File: src/rtl/alu_arbiter.sv
// Two-requester round-robin arbiter in front of a shared combinational ALU.
// A one-entry response buffer captures each granted result; it supports one grant per cycle.
module alu_arbiter #(
  parameter int OPERAND_LENGTH = 32,
  parameter int PC_LENGTH      = 12
) (
  input  logic                      clk,
  input  logic                      rst_n,

  input  logic                      req0_valid,
  output logic                      req0_ready,
  input  logic [OPERAND_LENGTH-1:0] req0_opd1,
  input  logic [OPERAND_LENGTH-1:0] req0_opd2,
  input  logic [OPERAND_LENGTH-1:0] req0_opd3,
  input  logic [OPERAND_LENGTH-1:0] req0_opd4,
  input  logic [PC_LENGTH-1:0]      req0_pc,
  input  logic [6:0]                req0_ctrl,

  input  logic                      req1_valid,
  output logic                      req1_ready,
  input  logic [OPERAND_LENGTH-1:0] req1_opd1,
  input  logic [OPERAND_LENGTH-1:0] req1_opd2,
  input  logic [OPERAND_LENGTH-1:0] req1_opd3,
  input  logic [OPERAND_LENGTH-1:0] req1_opd4,
  input  logic [PC_LENGTH-1:0]      req1_pc,
  input  logic [6:0]                req1_ctrl,

  output logic [OPERAND_LENGTH-1:0] alu_opd1,
  output logic [OPERAND_LENGTH-1:0] alu_opd2,
  output logic [OPERAND_LENGTH-1:0] alu_opd3,
  output logic [OPERAND_LENGTH-1:0] alu_opd4,
  output logic [PC_LENGTH-1:0]      alu_pc,
  output logic                      alu_pc_select,
  output logic [2:0]                alu_op_select,
  output logic [1:0]                alu_mux2_select,
  output logic                      alu_mux1_select,

  input  logic [OPERAND_LENGTH-1:0] alu_result,
  input  logic [OPERAND_LENGTH-1:0] comp_result,

  output logic                      rsp_valid,
  input  logic                      rsp_ready,
  output logic                      rsp_id,
  output logic [OPERAND_LENGTH-1:0] rsp_alu_result,
  output logic [OPERAND_LENGTH-1:0] rsp_comp_result
);

  // state | meaning
  // EMPTY | no response held, rsp_valid=0
  // FULL  | response held, rsp_valid=1 until rsp_ready
  typedef enum logic {EMPTY = 1'b0, FULL = 1'b1} state_t;

  state_t                    state_q, state_d;
  logic                      last_q, last_d;
  logic                      rsp_id_q, rsp_id_d;
  logic [OPERAND_LENGTH-1:0] rsp_alu_q, rsp_alu_d;
  logic [OPERAND_LENGTH-1:0] rsp_comp_q, rsp_comp_d;

  logic can_accept;
  logic grant;
  logic grant_id;

  // Buffer frees up in the same cycle its current entry is consumed.
  assign can_accept = (state_q == EMPTY) || rsp_ready;
  assign grant      = can_accept && (req0_valid || req1_valid);

  always_comb begin
    grant_id = 1'b0;
    if (req0_valid && req1_valid) begin
      grant_id = ~last_q;
    end else if (req1_valid) begin
      grant_id = 1'b1;
    end
  end

  always_comb begin
    alu_opd1        = '0;
    alu_opd2        = '0;
    alu_opd3        = '0;
    alu_opd4        = '0;
    alu_pc          = '0;
    alu_pc_select   = 1'b0;
    alu_op_select   = 3'b000;
    alu_mux2_select = 2'b00;
    alu_mux1_select = 1'b0;
    if (grant) begin
      if (grant_id) begin
        alu_opd1        = req1_opd1;
        alu_opd2        = req1_opd2;
        alu_opd3        = req1_opd3;
        alu_opd4        = req1_opd4;
        alu_pc          = req1_pc;
        alu_pc_select   = req1_ctrl[6];
        alu_op_select   = req1_ctrl[5:3];
        alu_mux2_select = req1_ctrl[2:1];
        alu_mux1_select = req1_ctrl[0];
      end else begin
        alu_opd1        = req0_opd1;
        alu_opd2        = req0_opd2;
        alu_opd3        = req0_opd3;
        alu_opd4        = req0_opd4;
        alu_pc          = req0_pc;
        alu_pc_select   = req0_ctrl[6];
        alu_op_select   = req0_ctrl[5:3];
        alu_mux2_select = req0_ctrl[2:1];
        alu_mux1_select = req0_ctrl[0];
      end
    end
  end

  always_ff @(posedge clk or negedge rst_n) begin
    if (!rst_n) begin
      state_q    <= EMPTY;
      last_q     <= 1'b1;
      rsp_id_q   <= 1'b0;
      rsp_alu_q  <= '0;
      rsp_comp_q <= '0;
    end else begin
      state_q    <= state_d;
      last_q     <= last_d;
      rsp_id_q   <= rsp_id_d;
      rsp_alu_q  <= rsp_alu_d;
      rsp_comp_q <= rsp_comp_d;
    end
  end

  always_comb begin
    state_d    = state_q;
    last_d     = last_q;
    rsp_id_d   = rsp_id_q;
    rsp_alu_d  = rsp_alu_q;
    rsp_comp_d = rsp_comp_q;
    case (state_q)
      EMPTY: begin
        if (grant) state_d = FULL;
      end
      FULL: begin
        if (rsp_ready && !grant) state_d = EMPTY;
      end
      default: state_d = EMPTY;
    endcase
    if (grant) begin
      last_d     = grant_id;
      rsp_id_d   = grant_id;
      rsp_alu_d  = alu_result;
      rsp_comp_d = comp_result;
    end
  end

  always_comb begin
    rsp_valid       = (state_q == FULL);
    rsp_id          = rsp_id_q;
    rsp_alu_result  = rsp_alu_q;
    rsp_comp_result = rsp_comp_q;
    req0_ready      = grant && !grant_id;
    req1_ready      = grant && grant_id;
  end

endmodule

File: config.mk
export PLATFORM = sky130hd
export DESIGN_NAME = alu_arbiter
export DESIGN_NICKNAME = d
export VERILOG_FILES = /design/src/rtl/alu_arbiter.sv
export SDC_FILE = /design/constraint.sdc
export NUM_CORES = 1
export LEC_CHECK = 0
export ABC_CLOCK_PERIOD_IN_PS = 4000
export CAP_MARGIN = 20
export CORE_AREA = 2 2 224 226
export DETAILED_ROUTE_END_ITERATION = 10
export DIE_AREA = 0 0 226 228
export DONT_BUFFER_PORTS = 1
export HOLD_SLACK_MARGIN = 0.03
export SETUP_SLACK_MARGIN = 0.02
export SYNTH_ARGS = -nofsm -noshare
export SYNTH_HDL_FRONTEND = slang
export SYNTH_SLANG_ARGS = --single-unit
File: constraint.sdc
create_clock -name clk -period 4 [get_ports clk]
set_input_delay 0.2 -clock clk [delete_from_list [all_inputs] [get_ports clk]]
set_output_delay 0.2 -clock clk [all_outputs]
set_load 0.01 [all_outputs]
* Yosys cells after proc, flatten, opt, wreduce, memory -nomap -nowiden *
Index checks and enable logic that the tools add are counted.

operators by class
  multiplexer cells = 23
  bitwise gates (word level) = 2
  reductions and logical operators = 9

operators with widths
  kind               number
  $mux 32            8
  $mux 12            2
  $mux 1             8
  $mux 3             2
  $logic_and 1x1->1  5
  $mux 2             2
  $logic_not 1->1    2
  $logic_or 1x1->1   2
  $not 1->1          2
  $pmux 1 s2         1

storage, ports and cells
  logic and storage cells = 39
  register bits = 67
  bits of input ports = 363

* Depth between registers and ports, before layout *
  depth after elaboration = 7
  depth in mapped cells = 6
  gate-level depth less buffers = 3

* Worst setup path before layout *
OpenSTA, ideal clock, no wires.

  path type = register -> output
  start = reg last_q
  end = out alu_opd2[12]
  path slack = 2392 ps
  data required time = 3800 ps
  stages on the path, launching flop included = 7
  path buffers = 3
  data arrival time = 1408 ps
  path through = dfstp_2 nand2b_1 and3_1 clkbuf_1 buf_2 buf_6 a22o_1

on the way
  longest elaborated chain between the ends = 4

ends and longest elaborated chain
  element                 RTL line  text
  start, declared         54        logic last_q, last_d;
  start signal, assigned  120       last_q <= last_d;
  $not 1->1               70        grant_id = ~last_q;
  $mux 1                  69        if (req0_valid && req1_valid) begin
  $mux 32                 87        if (grant_id) begin
  $mux 32                 86        if (grant) begin
  end, declared           29        output logic [OPERAND_LENGTH-1:0] alu_opd2,

No other way between the ends.

* Final worst setup path *
  start = reg last_q
  end = out alu_opd3[5]

on the way
  longest elaborated chain between the ends = 4

ends and longest elaborated chain
  element        RTL line  text
  $not 1->1      70
  $mux 1         69
  $mux 32        87
  $mux 32        86
  end, declared  30        output logic [OPERAND_LENGTH-1:0] alu_opd3,

No other way between the ends.

==> metrics.txt <==
period utilization 0.6688; clock latency on the worst-skew pair 0.34 ns; Max FO, Critical Path 88; leading area contributor after synthesis dfrtp_1; Final Net Count 756; Via density 3.636; Ports 578; Layout fillers 5,559; Synth Flop Type dfrtp_1; P_sw 0.0007480 W; wire per inst 31.98 µm; Placement Rows 82; Core ar. 49,350 µm²; Peak VDD IR 483.1 µV; Synth-to-Final Area Change 38.38%; Clock Skews 0.005717 ns; Sink Count 67; Clk pwr share 0.370; most frequent cell after synthesis a22o_1; vias 3,912; Gate power share 0.242; initial DRC count 280; fraction of registers with async set/reset 1.000; post-synth top area share 0.3958; pwr/cell area 401.8 nW/µm²; routed wire length 34.41 mm; Critical Path End Type output port; Critical Path RT 3.80 ns; CTS tree yes; Max H-tree Level 3; type of the tightest min-delay check in2reg; Die ar. 51,530 µm²; Hold WS 0.09516 ns; Die Y 228 µm; Netlist cell types 21; register bit count reported by yosys 67; fin cells 1,076; Tot Pwr 0.002320 W; reg-to-reg startpoint rsp_valid; part of the power in registers 0.388; CTS buffer count 9; status complete, no violations; Mapped Nets 711; worst-margin pin slew 0.9329 ns; HP Start rsp_ready; post-CTS sizing 0; Max Clk Rate 0.3738 GHz; worst setup path class reg2out; Syn. warnings 0; vias in the first global route 3,688; setup_tns 0 ns; final hold vios 0; Port Buffers 0; largest net degree at the start of global routing 89; Avg Cell Area, Syn 11.99 µm²; number of flops mapped to enable cells by yosys 0; internal power 0.001572 W; Placed Instances 986; CP Launch Type flip-flop; HPWL Detailed 30.46 mm; setup violators final 0; DRC 0; final core utilization 0.1170; Critical Path Source last_q; Pins Over Slew Limit 0; top cells by area, synth dfrtp_1 (40%), a22o_1 (29%), mux2_2 (13%), buf_6 (5.9%), mux2_1 (4.6%); CTS Buffer Depth 2; # Max-Cap Violations 0; switch share 0.3224; Initial Util 0.08455; crit path DAT 2.48 ns; r2r setup slk 1.97 ns; RSZ-0062 raised after global routing false; clk root buf clkbuf_16; grt total ovfl 0; clock-pin transition on the worst setup and hold timing paths 0.06 ns; post-layout min period 2.675 ns; Synth top cells by count a22o_1 (138), dfrtp_1 (66), mux2_2 (47), buf_6 (22), nand2_1 (19); first-pass GRT wire length 40.91 mm; layout cells sized above 1 0.1859; Routed Antenna Nets 0; First-pass DRT Iterations 5; Seq/Total Area, Yosys 0.4021; Die X 226 µm; GRT Overall Usage 0.1258; slew margin rel. 0.3739; Mapped Area 4173 µm²; initial antenna violation count 35; Leakage Power 2.140 nW; Gate Count Post-Synth 348; gpl congestion 0.9117
## final cells by class
| cell class | instances | area [µm²] | share of cell area |
|---|---|---|---|
| multi-input cells | 242 | 2152 | 0.3727 |
| flip-flops and latches | 67 | 1678 | 0.2906 |
| well taps | 672 | 840.8 | 0.1456 |
| repair buffers | 73 | 760.7 | 0.1317 |
| clock buffers | 10 | 239.0 | 0.04139 |
| clock inverters | 6 | 88.84 | 0.01538 |
| diodes | 6 | 15.01 | 0.002600 |
## sequential cells by signal, indices dropped and copies added (netlist names)
| signal | cells |
|---|---|
| rsp_id | 1 |
| rsp_comp_result | 32 |
| rsp_alu_result | 32 |
| last_q | 1 |
| rsp_valid | 1 |
## power groups by stage
stage          sequential [W]  clock, W  combinational [W]
3_5_place_dp         0.000905         0           0.000493
6_report             0.000900  0.000859           0.000561
2_1_floorplan        0.000875         0           0.000413
5_1_grt              0.000910  0.000921           0.000602
4_1_cts              0.000899  0.000884           0.000559
3_3_place_gp         0.000907         0           0.000478
## worst max-delay path, cell delays in order (launching register included)
cell and delay, ns:
dfstp_2 0.38, a21bo_1 0.35, nor2_8 0.55, buf_12 0.39, a22o_1 0.38
## logic make-up (layout without fill, tap and decap cells)
group                  after synthesis  in the layout  synth area share
DFF                                 67             67            0.4021
buffers and inverters               39             89           0.08336
and+or+nand+nor                     26             26           0.03238
other                                0              6                 0
muxes                               64             64            0.1727
AOI/OAI and AO/OA                  152            152            0.3094
## cell usage in the layout, fill, tap and decap left out, drive strengths merged
master,n
buf,6
o21ai,1
mux2,64
a22o,138
clkbuf,10
dlygate4sd3,67
dfstp,1
diode,6
dfrtp,66
and3,1
clkinv,2
a21bo,1
a21boi,1
nand2,19
nand2b,2
and2b,1
a21oi,9
a21o,2
nor2,3
clkinvlp,2
bufinv,2
## path summary, 6_finish.rpt
| kind | depth (start not counted) | endpoint |
|---|---|---|
| setup / recovery | 4 | alu_opd3[5] |
| hold / removal | 2 | rsp_valid |
| setup reg to reg | 4 | rsp_alu_result[24] |
| hold reg to reg | 1 | last_q |
| max in group asynchronous | 2 | last_q |
| min in group asynchronous | 2 | rsp_alu_result[4] |
## through the flow
stage | area, µm² | worst slack [ns]
2_1_floorplan | 4173 | 2.392
6_report | 5774 | 1.325
3_5_place_dp | 4733 | 1.722
3_3_place_gp | 4733 | 1.786
4_1_cts | 5759 | 1.335
5_1_grt | 5769 | 1.214
## per-layer routing
metal	track usage	up-vias	share of wire	wire, µm
li1	-	1470	-	-
met1	0.1376	1850	0.36	12230
met2	0.2063	489	0.47	16020
met3	0.06929	85	0.15	5032
met4	0.03932	18	0.029	998
met5	0	-	0.0035	122
## timing repair
action,4_1_cts,5_1_grt
setup buffers,0,0
setup endpoints to repair,0,0
hold buffers,68,0
endpoints found under the hold margin,132,0
(Power assumes the default switching activity.)
